## src/rtl/debounce_edge.sv

```systemverilog
`default_nettype none
// ============================================================================
//  Module      : debounce_edge
//  Description : Two-flop synchronizer and debounce filter. Produces a clean
//                level with registered rise/fall pulses and a rise counter.
//  Revision    : 1.0 - initial release
// ============================================================================
module debounce_edge #(
    parameter int STABLE_CYCLES = 4,
    parameter int CNT_W         = 8
) (
    input  logic             clk,
    input  logic             rst,
    input  logic             d,
    input  logic             en,
    output logic             q,
    output logic             rise,
    output logic             fall,
    output logic             busy,
    output logic [CNT_W-1:0] event_count
);

    localparam int                c_SC_W       = (STABLE_CYCLES > 1) ? $clog2(STABLE_CYCLES + 1) : 1;
    localparam logic [c_SC_W-1:0] c_STABLE_CNT = c_SC_W'(STABLE_CYCLES);
    localparam logic [c_SC_W-1:0] c_CNT_ONE    = c_SC_W'(1);

    localparam logic [0:0] c_ST_STABLE   = 1'b0;
    localparam logic [0:0] c_ST_SETTLING = 1'b1;

    logic              r_s1;
    logic              r_s2;
    logic [0:0]        r_state;
    logic [c_SC_W-1:0] r_cnt;
    logic              r_q;
    logic              r_rise;
    logic              r_fall;
    logic [CNT_W-1:0]  r_evt;

    logic [0:0]        w_state_nxt;
    logic [c_SC_W-1:0] w_cnt_nxt;
    logic [c_SC_W-1:0] w_cnt_inc;
    logic              w_toggle;
    logic              w_differs;

    assign w_cnt_inc = r_cnt + c_CNT_ONE;
    assign w_differs = (r_s2 != r_q);

    // State register; the synchronizer runs every cycle regardless of en.
    always_ff @(posedge clk) begin
        if (rst) begin
            r_s1    <= 1'b0;
            r_s2    <= 1'b0;
            r_state <= c_ST_STABLE;
            r_cnt   <= '0;
            r_q     <= 1'b0;
            r_rise  <= 1'b0;
            r_fall  <= 1'b0;
            r_evt   <= '0;
        end else begin
            r_s1    <= d;
            r_s2    <= r_s1;
            r_state <= w_state_nxt;
            r_cnt   <= w_cnt_nxt;
            r_q     <= r_q ^ w_toggle;
            r_rise  <= w_toggle & ~r_q;
            r_fall  <= w_toggle & r_q;
            if (w_toggle && !r_q) begin
                r_evt <= r_evt + 1'b1;
            end
        end
    end

    // Next-state logic; with en low everything holds.
    always_comb begin
        w_state_nxt = r_state;
        w_cnt_nxt   = r_cnt;
        w_toggle    = 1'b0;
        if (en) begin
            case (r_state)
                c_ST_STABLE: begin
                    if (w_differs) begin
                        if (STABLE_CYCLES == 1) begin
                            w_toggle = 1'b1;
                        end else begin
                            w_state_nxt = c_ST_SETTLING;
                            w_cnt_nxt   = c_CNT_ONE;
                        end
                    end
                end
                c_ST_SETTLING: begin
                    if (!w_differs) begin
                        w_state_nxt = c_ST_STABLE;
                        w_cnt_nxt   = '0;
                    end else if (w_cnt_inc == c_STABLE_CNT) begin
                        w_toggle    = 1'b1;
                        w_state_nxt = c_ST_STABLE;
                        w_cnt_nxt   = '0;
                    end else begin
                        w_cnt_nxt = w_cnt_inc;
                    end
                end
                default: begin
                    w_state_nxt = c_ST_STABLE;
                    w_cnt_nxt   = '0;
                end
            endcase
        end
    end

    // Outputs come straight from registers.
    always_comb begin
        q           = r_q;
        rise        = r_rise;
        fall        = r_fall;
        busy        = (r_state == c_ST_SETTLING);
        event_count = r_evt;
    end

endmodule
`default_nettype wire

```

## config.mk

```make
export PLATFORM = sky130hd
export DESIGN_NAME = debounce_edge
export DESIGN_NICKNAME = d
export VERILOG_FILES = /design/src/rtl/debounce_edge.sv
export SDC_FILE = /design/constraint.sdc
export NUM_CORES = 1
export LEC_CHECK = 0
export ABC_AREA = 0
export CELL_PAD_IN_SITES_DETAIL_PLACEMENT = 1
export CELL_PAD_IN_SITES_GLOBAL_PLACEMENT = 2
export CORE_MARGIN = 2
export CORE_UTILIZATION = 31
export CTS_BUF_LIST = sky130_fd_sc_hd__clkbuf_4 sky130_fd_sc_hd__clkbuf_8
export CTS_CLUSTER_DIAMETER = 80
export CTS_CLUSTER_SIZE = 12
export DETAILED_ROUTE_END_ITERATION = 8
export PLACE_DENSITY = 0.76
export SYNTH_ARGS = -nofsm -noshare
export SYNTH_HDL_FRONTEND = slang
export SYNTH_SLANG_ARGS = --single-unit
```

## constraint.sdc

```tcl
create_clock -name clk -period 2.3 [get_ports clk]
set_input_delay 0.345 -clock clk [delete_from_list [all_inputs] [get_ports clk]]
set_output_delay 0.345 -clock clk [all_outputs]
set_load 0.02 [all_outputs]
```

; Word level (Yosys, flattened, before mapping)
; Cells that the tools add are included.
[classes]
addsub = 2
multipliers = 0
div = 0
order_cmp = 0
eq_ne = 3
n_shift = 0
muxes = 12
n_bitwise = 5
n_reduce_logical = 3
[ops]
columns = cell, n
row1 = two-way mux 3 bit, 3
row2 = adder 8 x 1 -> 8 bit (second input constant), 1
row3 = two-way mux 1 bit, 7
row4 = one-hot mux 3 bit (2 select lines), 1
row5 = adder 3 x 1 -> 3 bit (second input constant), 1
row6 = equality test 3 bit (second input constant), 1
row7 = bitwise AND 1 bit, 2
row8 = inequality test 2 bit (second input constant), 1
row9 = NOT 1 bit, 2
row10 = one-hot mux 1 bit (2 select lines), 1
row11 = AND reduction 2 bit, 1
row12 = logical AND 1 bit, 1
row13 = logical NOT 1 bit, 1
row14 = inequality test 1 bit, 1
row15 = XOR 1 bit, 1
[word_totals]
ff_bits = 17
latchBits = 0
ram_bits = 0
romBits = 0
inputBits = 4
elab_cells = 33
n_memories = 0

; Depth between registers and ports, before layout
; Gate-level depths: netlist (run 1).
[depth]
ltp_word = 7
depth_mapped = 8
mapped_depth_nobuf = 7

; Worst setup path after synthesis (run 1)
; OpenSTA, ideal clock, no wires.
[synth_path]
kind = register to register
start = register r_q (netlist: q)
end = register r_evt[7] (netlist: event_count[7])
t_arrival_ns = 2.071
setup_slack_ns = 0.159
stages_incl_launch_ff = 8
n_path_buf = 1
synth_period_minus_slack_ns = 2.141
cell_sequence = dfxtp_1 > xor2_1 > and4_1 > ha_1 > buf_6 > nand3_2 > or4_1 > a21oi_1
[synth_between]
elab_chain_cells = 5
[synth_rtl]
columns = item, line_no
row1 = from (decl), 34  ; logic r_q;
row2 = from (signal assigned), 64  ; r_q <= r_q ^ w_toggle;
row3 = inequality test 1 bit, 46  ; assign w_differs = (r_s2 != r_q);
row4 = two-way mux 1 bit, 91  ; if (!w_differs) begin
row5 = two-way mux 1 bit, 79  ; case (r_state)
row6 = two-way mux 1 bit, 78  ; if (en) begin
row7 = logical AND 1 bit *, 67  ; if (w_toggle && !r_q) begin
row8 = to (signal assigned), 68  ; r_evt <= r_evt + 1'b1;
row9 = to (decl), 37  ; logic [CNT_W-1:0] r_evt;
; Mark *: on every way between the ends. The rest lies on a longest branch, timed or not.
; A chain may end at the register's enable or synchronous reset.

; Final worst setup path (run 1)
[layout_path]
start = register r_cnt[0]
end = register r_evt[7] (netlist: event_count[7])
[layout_between]
elab_chain_cells = 7
[layout_rtl]
columns = item, line_no
row1 = from (decl), 33  ; logic [c_SC_W-1:0] r_cnt;
row2 = from (signal assigned), 63  ; r_cnt <= w_cnt_nxt;
row3 = adder 3 x 1 -> 3 bit, 45  ; assign w_cnt_inc = r_cnt + c_CNT_ONE;
row4 = equality test 3 bit, 94  ; end else if (w_cnt_inc == c_STABLE_CNT) begin
row5 = two-way mux 1 bit, 94
row6 = two-way mux 1 bit, 91
row7 = two-way mux 1 bit, 79
row8 = two-way mux 1 bit, 78
row9 = logical AND 1 bit, 67
; No other way between the ends.

==> impl_results.md, run 1 <==
- Run status: finished clean
- Initial cell density of the core: 33.1%
- Area delta synth->final: 32.5%
- Die area: 0.00279 mm²
- DR DRC count: 0
- Final critical path time including I/O delays and setup: 2090 ps
- Pin count of the biggest net entering global routing: 20
- Fraction of registers with async set/reset: 0%
- Category of the worst setup path capture point: register
- Sort of element at the start of the critical path: register
- Overall die width: 52.8 µm
- Level count of the clock H-tree: 1
- Fillers: 267
- CTS tree: built
- Share of the synthesized area in the top cell type: 46.1%
- Max Slew Vio Count: 0
- Num CTS Buffers: 3
- Post-synthesis average cell area: 9.84 µm²
- Flops & latches, synth: 17
- Vias per std cell: 4.90
- Setup ws final: 209 ps
- Routed via count: 612
- Post-Synthesis Net Count: 84
- Final #Nets: 107
- Leading cell type by number of instances after synthesis: sky130_fd_sc_hd__dfxtp_1
- Cell area power density: 491 mW/mm²
- Pin slew with the least headroom to its limit: 682 ps
- CTS Root Cell: sky130_fd_sc_hd__clkbuf_4
- Synth Cell Area: 738 µm²
- Buffers inserted during post-CTS setup optimization: 0
- Worst Setup Path Type: register to register
- Count of endpoints failing setup in the final report: 0
- Boundary Pins: 16
- Largest driver fanout on the critical path: 4
- Final total negative setup slack: 0 ps
- Arrival time of data at the critical path endpoint: 2300 ps
- Weighted congestion reported at the end of routability-driven placement: 0.722
- Height of the die: 52.8 µm
- Area taken by multi-input logic gates: 375 µm²
- Number of core rows: 17
- Cells on worst reg2reg path: 7
- Max Clock Freq: 478 MHz
- Final worst-path cycle share: 90.9%
- First-pass GRT wire length: 2830 µm
- Post-detailed-placement half-perimeter wirelength: 1230 µm
- Violation count after the first detailed-route iteration: 0
- Top cells by area, synth: sky130_fd_sc_hd__dfxtp_1 46%, sky130_fd_sc_hd__ha_1 8.5%, sky130_fd_sc_hd__xor2_1 5.9%, sky130_fd_sc_hd__a21oi_1 3.4%, sky130_fd_sc_hd__nor2b_1 3.4%
- Most numerous cell types in the synthesized netlist: 17 x sky130_fd_sc_hd__dfxtp_1, 6 x sky130_fd_sc_hd__nor2_1, 5 x sky130_fd_sc_hd__a21oi_1, 5 x sky130_fd_sc_hd__ha_1, 5 x sky130_fd_sc_hd__xor2_1
- Detailed-routing iteration count for the pre-antenna-repair pass: 1
- Via count of the first global-routing pass: 658
- Worst slack at placement: 52.6 ps
- Maximum root-to-sink buffer count: 2
- Unrepaired setup endpoints after global routing: no
- Leakage dissipation: 0.000367 µW
- Total global routing overflow: 0
- Hold Path Stages: 1
- GRT Total Usage: 14.2%
- Path class of the lowest-slack min-delay path: register to register
- Number of flops mapped to enable cells by yosys: 0
- Endpoints failing hold: 0
- Setup clock skew after layout: 8.70 ps
- Required time of the critical path: 2510 ps
- Main synth FF type: sky130_fd_sc_hd__dfxtp_1
- Initial antenna violation count: 0
- Max rail drop VDD: 0.256 mV
- Insertion delay to the later sink of the worst-skew pair: 290 ps
- Area of the core region: 0.00223 mm²
- Max cap viols: 0
- Cells after synthesis: 75
- Layout cell share with drive strength beyond 1: 13.4%
- Clock-pin transition on the worst setup and hold timing paths: 100 ps
- Final antenna diode count: 0
- Area occupied by registers: 342 µm²
- Wirelength, routed: 1590 µm
- Routed WL per cell: 12.8 µm
- Cell taking the most area after synthesis: sky130_fd_sc_hd__dfxtp_1
- Tightest slew margin relative to the limit: 54.4%
- Post-layout power: 480 µW
- Post-synthesis sequential area ratio: 46.1%
- Remaining number of nets flagged by the antenna check after routing: 0
- Port Buf Inserts: 15
- Number of library cell types mapped by synthesis: 27
- Number of sinks driven by the clock tree: 17
- Number of synthesis warnings: 0
==> timing repair <==
action,in CTS,in global routing
hold buffers,0,0
setup endpoints to repair,0,1
gates resized for setup,0,1
==> where the power goes <==
group	internal, µW	total (µW)	switching, µW
clock network	64.6	159	94.7
logic	11.3	21.9	10.6
registers	297	299	1.89
==> final cells by class <==
class	instances	area share, %
multi-input cells	54	38.4
well taps	28	3.58
flip-flops and latches	17	34.9
inverters	1	0.384
repair buffers	21	19.9
clock buffers	3	2.30
clock inverters	1	0.512
==> layout by cell type (no fill, tap or decap), types with 3 or more instances in the layout <==
cell and count:
sky130_fd_sc_hd__nor2_1 6, sky130_fd_sc_hd__buf_4 6, sky130_fd_sc_hd__ha_1 5, sky130_fd_sc_hd__nand2b_1 3, sky130_fd_sc_hd__xor2_1 5, sky130_fd_sc_hd__nor2b_1 4, sky130_fd_sc_hd__nand3_1 3, sky130_fd_sc_hd__dfxtp_1 16
sky130_fd_sc_hd__clkdlybuf4s50_1 15, sky130_fd_sc_hd__a21oi_1 5, sky130_fd_sc_hd__nand2_1 4, sky130_fd_sc_hd__clkbuf_4 3
==> registers in the layout (all words and copies together), names as in the netlist <==
name,cells
r_s2,1
event_count,8
rise,1
r_s1,1
r_cnt,3
busy,1
q,1
fall,1
==> worst max-delay path, cell delays in order, from the launching register on <==
cell and delay, ps:
sky130_fd_sc_hd__dfxtp_2 390, sky130_fd_sc_hd__ha_1 210, sky130_fd_sc_hd__xor2_1 200, sky130_fd_sc_hd__and4_1 250, sky130_fd_sc_hd__ha_1 210, sky130_fd_sc_hd__nand3_2 100, sky130_fd_sc_hd__or4_1 510, sky130_fd_sc_hd__a21oi_1 150
==> metal layers <==
layer	track usage (%)	vias up	share of wire [%]	wire length [µm]
met5	0	-	0	0
met4	7.69	0	1.1	17
met3	3.71	4	2.8	45
met2	25.0	8	51	817
met1	15.2	296	45	714
li1	-	304	-	-
==> cell families after synthesis <==
family | synth area share (%)
AO/OA/AOI/OAI | 11.9
XOR/XNOR | 8.31
adder cells (fa/ha/maj) | 8.47
buffers and inverters | 3.05
flip-flops | 46.1
multiplexers | 1.36
AND/OR/NAND/NOR | 20.8
==> through the flow <==
stage | instances | utilization (%) | instance area, µm² | hold WS (ps)
final | 125 | 43.8 | 978 | 448
after global routing | 125 | 43.8 | 978 | 476
after CTS | 125 | 43.8 | 977 | 458
after detailed placement | 121 | 42.5 | 950 | 432
after global placement | 121 | 42.5 | 950 | 425
after floorplan | 75 | - | 738 | 414
==> worst paths after layout <==
check,start,to,slack (ps)
worst max register to register,r_cnt[0],event_count[7],210
worst max-delay path,r_cnt[0],event_count[7],210
worst min-delay path,r_s1,r_s2,450
worst min register to register,r_s1,r_s2,450
Power figures use the tool's default switching activity.
==> run 2, diff against run 1 <==
--- a/config.mk
+++ b/config.mk
@@ -15,6 +15,7 @@
 export CTS_CLUSTER_SIZE = 12
 export DETAILED_ROUTE_END_ITERATION = 8
 export PLACE_DENSITY = 0.76
+export REMOVE_ABC_BUFFERS = 1
 export SYNTH_ARGS = -nofsm -noshare
 export SYNTH_HDL_FRONTEND = slang
 export SYNTH_SLANG_ARGS = --single-unit
==> run 2 against run 1 <==
  * Die area is the same
  * Sequential share of layout area shrank 0.089 points
  * Combinational power grew 6%
  * First-iteration DRC count grew 5
  * Via count shrank 2.3%
  * Largest cell class unchanged
  * Critical path type unchanged
==> impl_results.md, run 2 (same netlist as run 1, synthesis figures left out) <==
- Count of cells resized by post-cts repair: 0 (unchanged)
- First-pass GRT wire length: 2840 µm (+0.46%)
- Number of core rows: 17 (unchanged)
- Leakage dissipation: 0.000369 µW (+0.37%)
- Endpoint of the worst register-to-register path: event_count[7]
- Pin count of the biggest net entering global routing: 12 (-40%)
- Final #Nets: 107 (unchanged)
- Weighted congestion reported at the end of routability-driven placement: 0.739 (+2.4%)
- Num CTS Buffers: 3 (unchanged)
- Category of the worst setup path capture point: register
- Post-layout power: 494 µW (+2.8%)
- Cells on worst reg2reg path: 7 (unchanged)
- Hold_buf cts: 0 (unchanged)
- Maximum root-to-sink buffer count: 2 (unchanged)
- Remaining number of nets flagged by the antenna check after routing: 0 (unchanged)
- Max Slew Vio Count: 0 (unchanged)
- Run status: finished clean
- Overall die width: 52.8 µm (unchanged)
- Register-to-register setup slack: 200 ps (about the same)
- Core Util, Final: 43.9% (+0.11 points)
- Pin slew with the least headroom to its limit: 395 ps (-287 ps)
- Count of endpoints failing setup in the final report: 0 (unchanged)
- Largest driver fanout on the critical path: 4 (unchanged)
- Cell area after placement: 950 µm² (unchanged)
- Required time of the critical path: 2530 ps (+20 ps)
- Number of sinks driven by the clock tree: 17 (unchanged)
- Max Clock Freq: 476 MHz (-0.41%)
- Cell area power density: 503 mW/mm² (+2.6%)
- Initial antenna violation count: 0 (unchanged)
- Final total negative setup slack: 0 ps (unchanged)
- Routed via count: 598 (-2.3%)
- Boundary Pins: 16 (unchanged)
- Port Buf Inserts: 15 (unchanged)
- DR DRC count: 0 (unchanged)
- Violation count after the first detailed-route iteration: 5 (+5)
- Path class of the lowest-slack min-delay path: register to register
- Arrival time of data at the critical path endpoint: 2330 ps (+30 ps)
- Initial cell density of the core: 33.1% (unchanged)
- Endpoints failing hold: 0 (unchanged)
- Critical path endpoint: event_count[7]
- Unrepaired setup endpoints after global routing: no
- Max cap viols: 0 (unchanged)
- Met3 track demand over resource in global routing: 4.00% (+0.29 points)
- Post-detailed-placement half-perimeter wirelength: 1150 µm (-5.9%)
- Detailed-routing iteration count for the pre-antenna-repair pass: 4 (+3)
- Worst r2r src: r_cnt[0]
- Worst Setup Path Type: register to register
- Die area: 0.00279 mm² (unchanged)
- Final worst-path cycle share: 91.3% (+0.37 points)
- Flip-flop count of the largest register, all copies and words added: 8 (unchanged)
- GRT Total Usage: 14.2% (+0.051 points)
- Tightest slew margin relative to the limit: 73.6% (+19 points)
- Level count of the clock H-tree: 1 (unchanged)
- Sort of element at the start of the critical path: register
- Setup clock skew after layout: 1.22 ps (-7.48 ps)
- Buffers inserted during post-CTS setup optimization: 0 (unchanged)
- Critical Path Source: r_cnt[0]
- Vias per std cell: 4.78 (-2.3%)
- Met1 Resource Use GR: 17.5% (+2.3 points)
- Total global routing overflow: 0 (unchanged)
- Final critical path time including I/O delays and setup: 2100 ps (+8.61 ps)
- Area of the core region: 0.00223 mm² (unchanged)
- Routed WL per cell: 12.3 µm (-3.8%)
- Layout cell share with drive strength beyond 1: 13.4% (unchanged)
- CTS Root Cell: sky130_fd_sc_hd__clkbuf_4
- Most used cells in the layout excluding fill and tap cells: 16 x sky130_fd_sc_hd__dfxtp_1, 15 x sky130_fd_sc_hd__clkdlybuf4s50_1, 6 x sky130_fd_sc_hd__nor2_1, 6 x sky130_fd_sc_hd__buf_4
- Insertion delay to the later sink of the worst-skew pair: 290 ps (about the same)
- Final design area excluding fillers: 981 µm² (+0.26%)
- Height of the die: 52.8 µm (unchanged)
- Final antenna diode count: 0 (unchanged)
- CTS tree: built
- Via count of the first global-routing pass: 668 (+1.5%)
- Most Used Layer, Global Route: met2
- Met2 usage in global routing: 21.7% (-3.3 points)
- Area delta synth->final: 32.9%
- Clock-pin transition on the worst setup and hold timing paths: 100 ps (about the same)
- Max rail drop VDD: 0.282 mV (+10%)
- Most common cell after layout, fill and taps aside: sky130_fd_sc_hd__dfxtp_1
- Wirelength, routed: 1530 µm (-3.8%)
-- run 2: cell types whose count changed in the layout (fill, tap and decap cells not counted), sizes merged --
cell and delta:
clkbuf +1, clkinv -1
-- run 2: per-layer routing --
| metal | share of wire (%) | vias to the layer above |
|---|---|---|
| met5 | 0 | - |
| met4 | 1.0 | 0 |
| met3 | 3.7 | 2 |
| met2 | 44 | 12 |
| met1 | 51 | 278 |
| li1 | - | 306 |
-- run 2: power by group --
group	switching, µW	leakage (µW)	internal [µW]
combinational	10.8	0.000212	12.4
sequential	1.82	0.000138	297
clock	92.6	0.0000184	79.2
-- run 2: critical path, cell delays in order (launching register included) --
cell and delay, ps:
sky130_fd_sc_hd__dfxtp_2 380, sky130_fd_sc_hd__ha_1 220, sky130_fd_sc_hd__xor2_1 220, sky130_fd_sc_hd__and4_1 250, sky130_fd_sc_hd__ha_1 210, sky130_fd_sc_hd__nand3_2 110
sky130_fd_sc_hd__or4_1 520, sky130_fd_sc_hd__a21oi_1 150
-- run 2: final cells by class --
class | count | area (µm²)
fillers | 270 | 1250
multi-input cells | 54 | 375
flip-flops and latches | 17 | 342
repair buffers | 21 | 195
well taps | 28 | 35.0
clock buffers | 4 | 30.0
inverters | 1 | 3.75
-- run 2: worst min path at each step --
stage | start | end | slack [ps] | cells after the start
global route | r_s1 | r_s2 | 470 | 1
global placement | r_s1 | r_s2 | 420 | 1
detailed placement | r_s1 | r_s2 | 430 | 1
finish | r_s1 | r_s2 | 450 | 1
floorplan | rst | q | 410 | 1
CTS | r_s1 | r_s2 | 450 | 1
-- run 2: per-stage QoR --
| step | instances | hold WS, ps | setup slack (ps) |
|---|---|---|---|
| 2_1_floorplan | 72 | 412 | 114 |
| 3_3_place_gp | 121 | 422 | 113 |
| 3_5_place_dp | 121 | 429 | 41.6 |
| 4_1_cts | 125 | 455 | 126 |
| 5_1_grt | 125 | 466 | 15.5 |
| 6_report | 125 | 446 | 200 |
==> run 3, diff against run 2 <==
--- a/config.mk
+++ b/config.mk
@@ -9,12 +9,12 @@
 export CELL_PAD_IN_SITES_DETAIL_PLACEMENT = 1
 export CELL_PAD_IN_SITES_GLOBAL_PLACEMENT = 2
 export CORE_MARGIN = 2
-export CORE_UTILIZATION = 31
+export CORE_UTILIZATION = 28
 export CTS_BUF_LIST = sky130_fd_sc_hd__clkbuf_4 sky130_fd_sc_hd__clkbuf_8
 export CTS_CLUSTER_DIAMETER = 80
 export CTS_CLUSTER_SIZE = 12
 export DETAILED_ROUTE_END_ITERATION = 8
-export PLACE_DENSITY = 0.76
+export PLACE_DENSITY = 0.72
 export REMOVE_ABC_BUFFERS = 1
 export SYNTH_ARGS = -nofsm -noshare
 export SYNTH_HDL_FRONTEND = slang
==> constraint.sdc (replaced) <==
create_clock -name clk -period 1.84 [get_ports clk]
set_input_delay 0.276 -clock clk [delete_from_list [all_inputs] [get_ports clk]]
set_output_delay 0.276 -clock clk [all_outputs]
set_load 0.02 [all_outputs]
==> run 3 against run 2 <==
  * Power up 26%
  * Flip-flop and latch count unchanged
  * Cell area up 16%
  * Clock power up 27%
  * First-iteration DRC count down 60%
  * Non-clock buffer count up 11
  * Critical endpoint is now event_count[5]
  * Largest cell class unchanged
==> impl_results.md, run 3 (same netlist as run 1, synthesis figures left out) <==
- Most used cells in the layout excluding fill and tap cells: 15 x sky130_fd_sc_hd__dfxtp_1, 15 x sky130_fd_sc_hd__clkdlybuf4s50_1, 15 x sky130_fd_sc_hd__buf_4
- Via count of the first global-routing pass: 711 (+6.4%)
- Startpoint of the lowest-slack hold path: r_s1
- Unrepaired setup endpoints after global routing: yes
- Cells on worst reg2reg path: 8 (+1)
- Family with the most delay on the worst path: simple AND/OR/NAND/NOR gates
- Max rail drop VDD: 0.392 mV (+39%)
- Min Hold Slack: 455 ps (+8.59 ps)
- Overall die width: 55.3 µm (+4.8%)
- Number of core rows: 18 (+1)
- Register-to-register setup slack: 10 ps (-190 ps)
- CP Cell Sequence: ha_4 -> xor2_2 -> and4_4 -> ha_4 -> nand3_4 -> buf_6 -> or3_1 -> a21oi_1
- Clock-pin transition on the worst setup and hold timing paths: 100 ps (about the same)
- Flip-flop count of the largest register, all copies and words added: 8 (unchanged)
- Wirelength, routed: 1810 µm (+18%)
- Post-layout power: 623 µW (+26%)
- Count of endpoints failing setup in the final report: 0 (unchanged)
- Switching share of power: 21.9% (+0.62 points)
- Share of power burned in the clock network: 35.0% (+0.2 points)
- Hold Path Stages: 1 (unchanged)
- Num CTS Buffers: 3 (unchanged)
- Tightest slew margin relative to the limit: 64.1% (-9.5 points)
- Area of the core region: 0.00248 mm² (+11%)
- Boundary Pins: 16 (unchanged)
- Max Slew Vio Count: 0 (unchanged)
- Max Clock Freq: 548 MHz (+15%)
- Sort of element at the start of the critical path: register
- Pin slew with the least headroom to its limit: 537 ps (+142 ps)
- Number of sinks driven by the clock tree: 17 (unchanged)
- Maximum root-to-sink buffer count: 2 (unchanged)
- Path class of the lowest-slack min-delay path: register to register
- Final antenna diode count: 0 (unchanged)
- Area delta synth->final: 54.6%
- CTS tree: built
- Buffers plus inverters on the worst setup path: 1 (+1)
- Initial cell density of the core: 29.8% (-3.3 points)
- Switching power of the nets: 137 µW (+30%)
- Max cap viols: 0 (unchanged)
- Die area: 0.00306 mm² (+9.9%)
- Worst Setup Path Type: register to register
- Final total negative setup slack: 0 ps (unchanged)
- Arrival time of data at the critical path endpoint: 2060 ps (-270 ps)
- Violation count after the first detailed-route iteration: 2 (-3)
- Detailed-routing iteration count for the pre-antenna-repair pass: 4 (unchanged)
- Total global routing overflow: 0 (unchanged)
- GRT Total Usage: 13.0% (-1.3 points)
- Cell area power density: 546 mW/mm² (+8.5%)
- Setup ws final: 14.2 ps (-186 ps)
- Level count of the clock H-tree: 1 (unchanged)
- Insertion delay to the later sink of the worst-skew pair: 290 ps (about the same)
- Endpoint of the worst register-to-register path: event_count[5]
- Fillers: 299 (+11%)
- Core Util, Final: 46.1% (+2.1 points)
- Layout cell share with drive strength beyond 1: 31.5% (+18 points)
- Final critical path time including I/O delays and setup: 1830 ps (-274 ps)
- Area occupied by registers: 345 µm² (+1.1%)
- Setup clock skew after layout: 5.80 ps (+4.58 ps)
- Flop pwr share: 59.7% (-0.8 points)
- Area taken by multi-input logic gates: 439 µm² (+17%)
- Worst slack at placement: -345 ps (-386 ps)
- Endpoints failing hold: 0 (unchanged)
- Worst r2r src: r_cnt[0]
- Most used cell, CP: sky130_fd_sc_hd__ha_4
- Weighted congestion reported at the end of routability-driven placement: 0.693 (-6.2%)
- Share of total power in combinational logic: 5.4% (+0.7 points)
- Final #Nets: 118 (+10%)
- Category of the worst setup path capture point: register
- CTS Root Cell: sky130_fd_sc_hd__clkbuf_4
- Critical Path Slowest Stage Cell: sky130_fd_sc_hd__dfxtp_4
- Final worst-path cycle share: 99.2% (+7.9 points)
- Cell internal pwr: 486 µW (+25%)
- Remaining number of nets flagged by the antenna check after routing: 0 (unchanged)
- Vias per std cell: 4.67 (-2.3%)
- Port Buf Inserts: 15 (unchanged)
- WHS Endpoint: r_s2
- DR DRC count: 0 (unchanged)
- Routed WL per cell: 13.1 µm (+6.8%)
- Initial antenna violation count: 0 (unchanged)
- Delay of the slowest cell on the worst path: 370 ps (-150 ps)
- Required time of the critical path: 2070 ps (-460 ps)
- First-pass GRT wire length: 3190 µm (+12%)
- Post-detailed-placement half-perimeter wirelength: 1250 µm (+8.6%)
- Leakage dissipation: 0.000431 µW (+17%)
- Routed via count: 645 (+7.9%)
- Pin count of the biggest net entering global routing: 15 (+3)
- Height of the die: 55.3 µm (+4.8%)
- Largest driver fanout on the critical path: 3 (-1)
- Run status: finished clean
run 3: worst register-to-register path, stage by stage, from the launching register on:
cell,delay [ps]
sky130_fd_sc_hd__dfxtp_4,370
sky130_fd_sc_hd__ha_4,170
sky130_fd_sc_hd__xor2_2,180
sky130_fd_sc_hd__and4_4,270
sky130_fd_sc_hd__ha_4,160
sky130_fd_sc_hd__nand3_4,70
sky130_fd_sc_hd__buf_6,130
sky130_fd_sc_hd__or3_1,300
sky130_fd_sc_hd__a21oi_1,130
run 3: through the flow:
step	std cells	cell area, µm²
after floorplan	72	719
after global placement	132	1020
after global routing	138	1140
after CTS	137	1100
final	138	1140
after detailed placement	132	1020
run 3: power groups by stage:
stage / Clock, µW / Sequential (µW) / Combinational (µW)
CTS: 230 / 373 / 34.0
floorplan: 0 / 382 / 7.78
global placement: 0 / 381 / 32.2
global route: 243 / 373 / 36.8
detailed placement: 0 / 381 / 32.9
finish: 218 / 372 / 33.4
run 3: worst max path at each step:
stage	from	to	slack, ps	depth (start not counted)
finish	r_cnt[0]	event_count[5]	10	8
global route	r_cnt[0]	event_count[5]	-40	8
CTS	r_cnt[0]	event_count[5]	1	8
detailed placement	en	event_count[7]	-340	7
global placement	en	event_count[7]	-260	7
floorplan	q	event_count[7]	-350	6
run 3: what timing repair did:
item,4_1_cts,5_1_grt
gates resized for setup,10,8
setup endpoints to repair,4,3
buffers inserted,1,1
hold endpoints to repair,0,0
pin swaps,5,8
hold buffers,0,0
run 3: area by class of cell:
type	instances	area share, %
clock buffers	4	2.63
repair buffers	32	25.0
well taps	30	3.29
flip-flops and latches	17	30.3
inverters	1	0.329
multi-input cells	54	38.5
run 3: per-layer routing:
metal  vias up  global-route usage, %  part of all wire, %
met5         -                      0                    0
met3         0                   3.75                  3.5
met1       305                   15.0                   44
li1        326                      -                    -
met2        14                   23.8                   52
met4         0                   2.09                    0
